[config.mk]
export PLATFORM = sky130hd
export DESIGN_NAME = waitstate_memory
export DESIGN_NICKNAME = d
export VERILOG_FILES = /design/src/rtl/memory_pkg.sv /design/src/rtl/bytewise_ram.sv /design/src/rtl/waitstate_memory.sv
export SDC_FILE = /design/constraint.sdc
export NUM_CORES = 2
export LEC_CHECK = 0
export ABC_AREA = 1
export BUFFER_PORTS_ARGS = -buffer_cell sky130_fd_sc_hd__buf_2
export CORE_MARGIN = 1
export CORE_UTILIZATION = 30
export CTS_CLUSTER_SIZE = 24
export DETAILED_ROUTE_END_ITERATION = 16
export PLACE_DENSITY = 0.44
export SYNTH_ARGS = -nofsm -noshare
export SYNTH_HDL_FRONTEND = slang
export SYNTH_SLANG_ARGS = --single-unit
[constraint.sdc]
create_clock -name clk -period 4.76 [get_ports clk]
set_input_delay 0.476 -clock clk [delete_from_list [all_inputs] [get_ports clk]]
set_output_delay 0.476 -clock clk [all_outputs]
set_load 0.02 [all_outputs]
[src/rtl/memory_pkg.sv]
`default_nettype none
// +----------------------------------------------------------------+
// | memory_pkg : shared FSM state type and address-width helpers    |
// | Rev 1.0                                                         |
// +----------------------------------------------------------------+
package memory_pkg;

    localparam int BYTE_W = 8;
    localparam int CNT_W  = 4;

    typedef enum logic [1:0] {
        IDLE = 2'd0,
        WAIT = 2'd1,
        RESP = 2'd2
    } state_e;

    function automatic int addr_width(input int depth);
        return (depth > 1) ? $clog2(depth) : 1;
    endfunction

    function automatic int bo_width(input int data_w);
        return (data_w > BYTE_W) ? $clog2(data_w / BYTE_W) : 0;
    endfunction

endpackage
`default_nettype wire

[src/rtl/bytewise_ram.sv]
`default_nettype none
// +----------------------------------------------------------------+
// | bytewise_ram : word array with per-byte-lane write, async read  |
// | Rev 1.0                                                         |
// +----------------------------------------------------------------+
module bytewise_ram
    import memory_pkg::*;
#(
    parameter int              DATA_W     = 32,
    parameter int              DEPTH      = 64,
    parameter logic [DATA_W-1:0] INIT_WORD0 = 32'h00A11822,
    localparam int             ADDR_W     = addr_width(DEPTH),
    localparam int             NB         = DATA_W / BYTE_W
) (
    input  logic              clk,
    input  logic              wr_en_i,
    input  logic [ADDR_W-1:0] addr_i,
    input  logic [NB-1:0]     be_i,
    input  logic [DATA_W-1:0] wdata_i,
    output logic [DATA_W-1:0] rdata_o
);

    // Power-up image only; no reset path touches the array.
    logic [DATA_W-1:0] mem_q [DEPTH] = '{0: INIT_WORD0, default: '0};

    always_ff @(posedge clk) begin
        if (wr_en_i) begin
            for (int b = 0; b < NB; b++) begin
                if (be_i[b]) begin
                    mem_q[addr_i][b*BYTE_W +: BYTE_W] <= wdata_i[b*BYTE_W +: BYTE_W];
                end
            end
        end
    end

    assign rdata_o = mem_q[addr_i];

endmodule
`default_nettype wire

[src/rtl/waitstate_memory.sv]
`default_nettype none
// +----------------------------------------------------------------+
// | waitstate_memory : byte-addressed memory with programmable wait |
// | states, alignment/range error response. Rev 1.0                 |
// +----------------------------------------------------------------+
module waitstate_memory
    import memory_pkg::*;
#(
    parameter int                DATA_W      = 32,
    parameter int                DEPTH       = 64,
    parameter int                WAIT_CYCLES = 2,
    parameter logic [DATA_W-1:0] INIT_WORD0  = 32'h00A11822,
    localparam int               ADDR_W      = addr_width(DEPTH),
    localparam int               BO_W        = bo_width(DATA_W),
    localparam int               NB          = DATA_W / BYTE_W
) (
    input  logic                   clk,
    input  logic                   rst,
    input  logic                   req,
    input  logic                   we,
    input  logic [ADDR_W+BO_W-1:0] addr,
    input  logic [NB-1:0]          be,
    input  logic [DATA_W-1:0]      wdata,
    output logic [DATA_W-1:0]      rdata,
    output logic                   ready,
    output logic                   busy,
    output logic                   err
);

    localparam logic [CNT_W-1:0] WAIT_INIT = WAIT_CYCLES[CNT_W-1:0];
    localparam bit               ZERO_WAIT = (WAIT_CYCLES == 0);
    localparam logic [31:0]      DEPTH_W   = 32'(DEPTH);

    state_e             state_q;
    logic [CNT_W-1:0]   cnt_q;
    logic               we_q;
    logic [ADDR_W-1:0]  word_q;
    logic [NB-1:0]      be_q;
    logic [DATA_W-1:0]  wdata_q;
    logic [DATA_W-1:0]  rdata_q;
    logic               ready_q;
    logic               busy_q;
    logic               err_q;

    logic [ADDR_W-1:0]  w_word_idx;
    logic               w_misaligned;
    logic               w_in_range;
    logic               w_access;
    logic               w_acc_we;
    logic [ADDR_W-1:0]  w_acc_word;
    logic [NB-1:0]      w_acc_be;
    logic [DATA_W-1:0]  w_acc_wdata;
    logic [DATA_W-1:0]  w_ram_rdata;
    logic               w_wr_en;

    assign w_word_idx = addr[ADDR_W+BO_W-1:BO_W];
    assign w_in_range = (32'(w_word_idx) < DEPTH_W);

    generate
        if (BO_W > 0) begin : g_bo_check
            assign w_misaligned = |addr[(BO_W > 0 ? BO_W : 1)-1:0];
        end else begin : g_bo_none
            assign w_misaligned = 1'b0;
        end
    endgenerate

    // A zero-wait access uses the live inputs on the accept edge; otherwise the captured copy.
    assign w_access    = (state_q == IDLE) ? (ZERO_WAIT && req && !w_misaligned && w_in_range)
                                           : ((state_q == WAIT) && (cnt_q == 4'd1));
    assign w_acc_we    = (state_q == IDLE) ? we         : we_q;
    assign w_acc_word  = (state_q == IDLE) ? w_word_idx : word_q;
    assign w_acc_be    = (state_q == IDLE) ? be         : be_q;
    assign w_acc_wdata = (state_q == IDLE) ? wdata      : wdata_q;
    assign w_wr_en     = !rst && w_access && w_acc_we;

    bytewise_ram #(
        .DATA_W     (DATA_W),
        .DEPTH      (DEPTH),
        .INIT_WORD0 (INIT_WORD0)
    ) u_ram (
        .clk     (clk),
        .wr_en_i (w_wr_en),
        .addr_i  (w_acc_word),
        .be_i    (w_acc_be),
        .wdata_i (w_acc_wdata),
        .rdata_o (w_ram_rdata)
    );

    always_ff @(posedge clk) begin
        if (rst) begin
            state_q <= IDLE;
            cnt_q   <= '0;
            rdata_q <= '0;
            ready_q <= 1'b0;
            busy_q  <= 1'b0;
            err_q   <= 1'b0;
        end else begin
            ready_q <= 1'b0;
            err_q   <= 1'b0;
            case (state_q)
                IDLE: begin
                    if (req) begin
                        we_q    <= we;
                        word_q  <= w_word_idx;
                        be_q    <= be;
                        wdata_q <= wdata;
                        busy_q  <= 1'b1;
                        if (w_misaligned || !w_in_range) begin
                            state_q <= RESP;
                            ready_q <= 1'b1;
                            err_q   <= 1'b1;
                        end else if (ZERO_WAIT) begin
                            state_q <= RESP;
                            ready_q <= 1'b1;
                            if (!we) begin
                                rdata_q <= w_ram_rdata;
                            end
                        end else begin
                            state_q <= WAIT;
                            cnt_q   <= WAIT_INIT;
                        end
                    end
                end
                WAIT: begin
                    cnt_q <= cnt_q - 4'd1;
                    if (cnt_q == 4'd1) begin
                        state_q <= RESP;
                        ready_q <= 1'b1;
                        if (!we_q) begin
                            rdata_q <= w_ram_rdata;
                        end
                    end
                end
                RESP: begin
                    state_q <= IDLE;
                    busy_q  <= 1'b0;
                end
                default: begin
                    state_q <= IDLE;
                    busy_q  <= 1'b0;
                end
            endcase
        end
    end

    assign rdata = rdata_q;
    assign ready = ready_q;
    assign busy  = busy_q;
    assign err   = err_q;

endmodule
`default_nettype wire
==> impl_metrics.sql <==
INSERT INTO impl_metrics (metric_group, metric, value, unit) VALUES
('global_routing', 'grt_pass1_vias', '57205', ''),
('sta', 'min_period', '4010', 'ps'),
('synthesis', 'count_of_synthesis_stage_warnings_from_yosys', '0', ''),
('layout', 'finish.instance_area', '107000', 'sq um'),
('sta', 'setup-tns-final', '0', 'ps'),
('pwr', 'total_leakage_power', '44.0', 'nW'),
('clocking', 'htreeDepth', '4', ''),
('die', 'floorplan.die.width', '553', 'um'),
('flow_run', 'timing.max_cap.violations', '0', ''),
('clocking', 'clock_tree.buffer_depth', '4', ''),
('min_path', 'worst_hold_path_type', 'input pin to flop', ''),
('worst_setup_path', 'crit_arrival', '4480', 'ps'),
('routing', 'dr_total_vias', '59879', ''),
('routing', 'antenna_left', '0', ''),
('worst_setup_path', 'cp_data_required_time', '5230', 'ps'),
('clocking', 'post-cts-setup-buffer-count', '0', ''),
('routing', 'dr.pass1.iters', '6', ''),
('worst_setup_path', 'timing.critical_path.cells', 'inv_1 -> nand2_2 -> or2_1 -> o21ai_4 -> inv_2 -> nor3_2 -> buf_4 -> nand2_1 -> nor2_1', ''),
('synthesis', 'synth_compound_gate_area_share', '0.0390', ''),
('layout', 'layout.cells.most_common', 'nand2_1', ''),
('global_routing', 'gr-usage-all-layers', '0.189', ''),
('sta', 'fin_worst_hold_slack', '83.0', 'ps'),
('routing', 'drt_wl_total', '293000', 'um'),
('clocking', 'clk_transition_reported_paths', '70', 'ps'),
('place', 'detailed_place_hpwl', '187000', 'um'),
('synthesis', 'synth_cell_types', '30', ''),
('global_routing', 'grt_start_max_net_pins', '148', ''),
('layout', 'layout.cells.most_common_list', '2456 x nand2_1, 2091 x edfxtp_1, 1777 x inv_1, 772 x nand3_1, 377 x buf_4', ''),
('clocking', 'cts_root_buf', 'clkbuf_16', ''),
('routing', 'via_per_inst', '4.56', ''),
('clocking', 'cts.sinks', '2132', ''),
('sta', 'worst-slew-pin-transition', '1360', 'ps'),
('worst_setup_path', 'rr_worst_depth', '9', ''),
('synthesis', 'post_synth_xor_area_fraction', '0.0000962', ''),
('layout', 'multiInputGateArea', '19000', 'sq um'),
('synthesis', 'synth-seq-area-share', '0.699', ''),
('synthesis', 'synth-adder-area-share', '0.000275', ''),
('place', 'place_congestion', '0.819', ''),
('clocking', 'clkLatencyLatePin', '920', 'ps'),
('synthesis', 'postSynthNetCount', '8631', ''),
('synthesis', 'main_combinational_cell_family_by_area_after_synthesis', 'simple AND/OR/NAND/NOR gates', ''),
('synthesis', 'synthCells', '8581', ''),
('layout', 'fillCellCount', '30128', ''),
('layout', 'share_of_layout_cells_above_drive_strength_1', '0.101', ''),
('global_routing', 'overflow', '0', ''),
('die', 'design.die.area', '306000', 'sq um'),
('worst_setup_path', 'worst_setup_path_end_kind', 'flop', ''),
('worst_setup_path', 'critPathMaxFanout', '10', ''),
('worst_setup_path', 'cpPeakStageDelay', '1090', 'ps'),
('routing', 'detail_route.drc_violations', '0', ''),
('synthesis', 'synth.ff_latch_count', '2132', ''),
('synthesis', 'synthesis.area_per_instance', '10.6', 'sq um'),
('worst_setup_path', 'cp-start-kind', 'flop', ''),
('die', 'dieHeight', '553', 'um'),
('min_path', 'worst_hold_path.num_cells', '5', ''),
('routing', 'drt-wirelength-per-cell', '22.3', 'um'),
('place', 'io_buffers', '82', ''),
('layout', 'ff_latch_area', '63600', 'sq um'),
('die', 'initial_utilization', '0.303', ''),
('die', 'design.core.area', '301000', 'sq um'),
('place', 'placed_cell_area', '98300', 'sq um'),
('worst_setup_path', 'criticalPathCategory', 'flop to flop', ''),
('run_status', 'status', 'finished clean', ''),
('routing', 'drt_first_iter_violations', '5573', ''),
('layout', 'final_nets', '9012', ''),
('pwr', 'power_density', '415', 'nW/um^2'),
('synthesis', 'post_synth_and_or_nand_nor_area_fraction', '0.166', ''),
('layout', 'layout-area-overhead-vs-synth', '17.0', '%'),
('sta', 'clock.fmax', '0.250', 'GHz'),
('clocking', 'numCtsBuffers', '243', ''),
('sta', 'clock_skew', '69.2', 'ps');
flip-flops by register name, summed over array words and instances, names as in the netlist:
register     cells
busy             1
cnt_q            4
ready            1
be_q             4
rdata           32
u_ram.mem_q   2048
we_q             1
state_q          2
word_q           6
err              1
wdata_q         32
path summary, 6_finish.rpt:
| check | from | endpoint |
|---|---|---|
| max | state_q[0] | u_ram.mem_q[0][21] |
| min | addr[1] | cnt_q[2] |
| max reg2reg | state_q[0] | u_ram.mem_q[0][21] |
| min reg2reg | busy | busy |
cell type report:
type,count,area share
antenna,10,0.000235
sequential,2132,0.597
clock inverter,127,0.0114
multi-input combinational,4251,0.178
clock buffer,314,0.0609
inverter,1784,0.0629
tap,3958,0.0465
timing repair buffer,550,0.0431
cells by family (layout without fill, tap and decap cells):
| group | after synthesis | in the layout |
|---|---|---|
| xor gates and xnor gates | 1 | 1 |
| AOI/OAI and AO/OA | 559 | 559 |
| buffers and inverters | 2198 | 2775 |
| and+or+nand+nor | 3689 | 3689 |
| adders and majority gates | 2 | 2 |
| DFF | 2132 | 2132 |
| other | 0 | 10 |
critical path: cells and delay by family (launching register included):
| kind | cells | cell delay [ps] |
|---|---|---|
| flops | 1 | 340 |
| simple gates | 5 | 2440 |
| compound gates | 1 | 170 |
| buf+inv | 3 | 600 |
synth_stat cells:
cell	count	share of area
nor3_1	3	0.00016
nand3_1	772	0.042
ha_1	2	0.00027
buf_4	13	0.0011
nand4_1	64	0.0044
o211ai_1	290	0.024
buf_2	297	0.016
o21ai_1	41	0.0023
nor3_2	9	0.00099
xor2_1	1	0.000096
nor2_4	10	0.0012
dfxtp_1	41	0.0090
o21ai_4	2	0.00036
inv_2	6	0.00025
nor2_2	2	0.00014
a21oi_1	35	0.0019
clkbuf_1	100	0.0041
o21ai_2	1	0.000096
nand2_2	3	0.00021
buf_6	1	0.00012
inv_1	1778	0.073
buf_1	3	0.00012
nor2_1	329	0.014
nor3b_1	1	0.000083
nand2_1	2492	0.10
a221oi_1	1	0.000096
or2_1	2	0.00014
edfxtp_1	2091	0.69
or2_2	2	0.00014
o21ai_0	189	0.010
power breakdown:
group | switching [mW] | leakage (nW) | internal, mW
sequential | 0.0102 | 19.2 | 21.0
clock | 7.70 | 3.78 | 10.8
combinational | 3.63 | 21.0 | 1.06
total | 11.3 | 44.0 | 32.9
metrics by stage:
step                       util  instances  setup slack, ps  total power [mW]
after floorplan               -       8581              369              24.0
after global placement    0.327      12623              623              26.2
after detailed placement  0.327      12627              720              26.2
after CTS                 0.354      13116              710              44.7
after global routing      0.354      13118              376              45.7
final                     0.354      13126              753              44.2
layer usage:
metal  vias up  global-route usage  share of wire
li1      28561                   -              -
met1     29453               0.266           0.46
met2      1498               0.305           0.46
met3       365              0.0235          0.048
met4         2              0.0510          0.027
met5         -                   0       0.000065
what timing repair did:
action	CTS	global route
gates resized for setup	0	0
endpoints found under the setup margin	0	0
endpoints found under the hold margin	54	0
hold buffers	48	0
(Power assumes the default switching activity.)
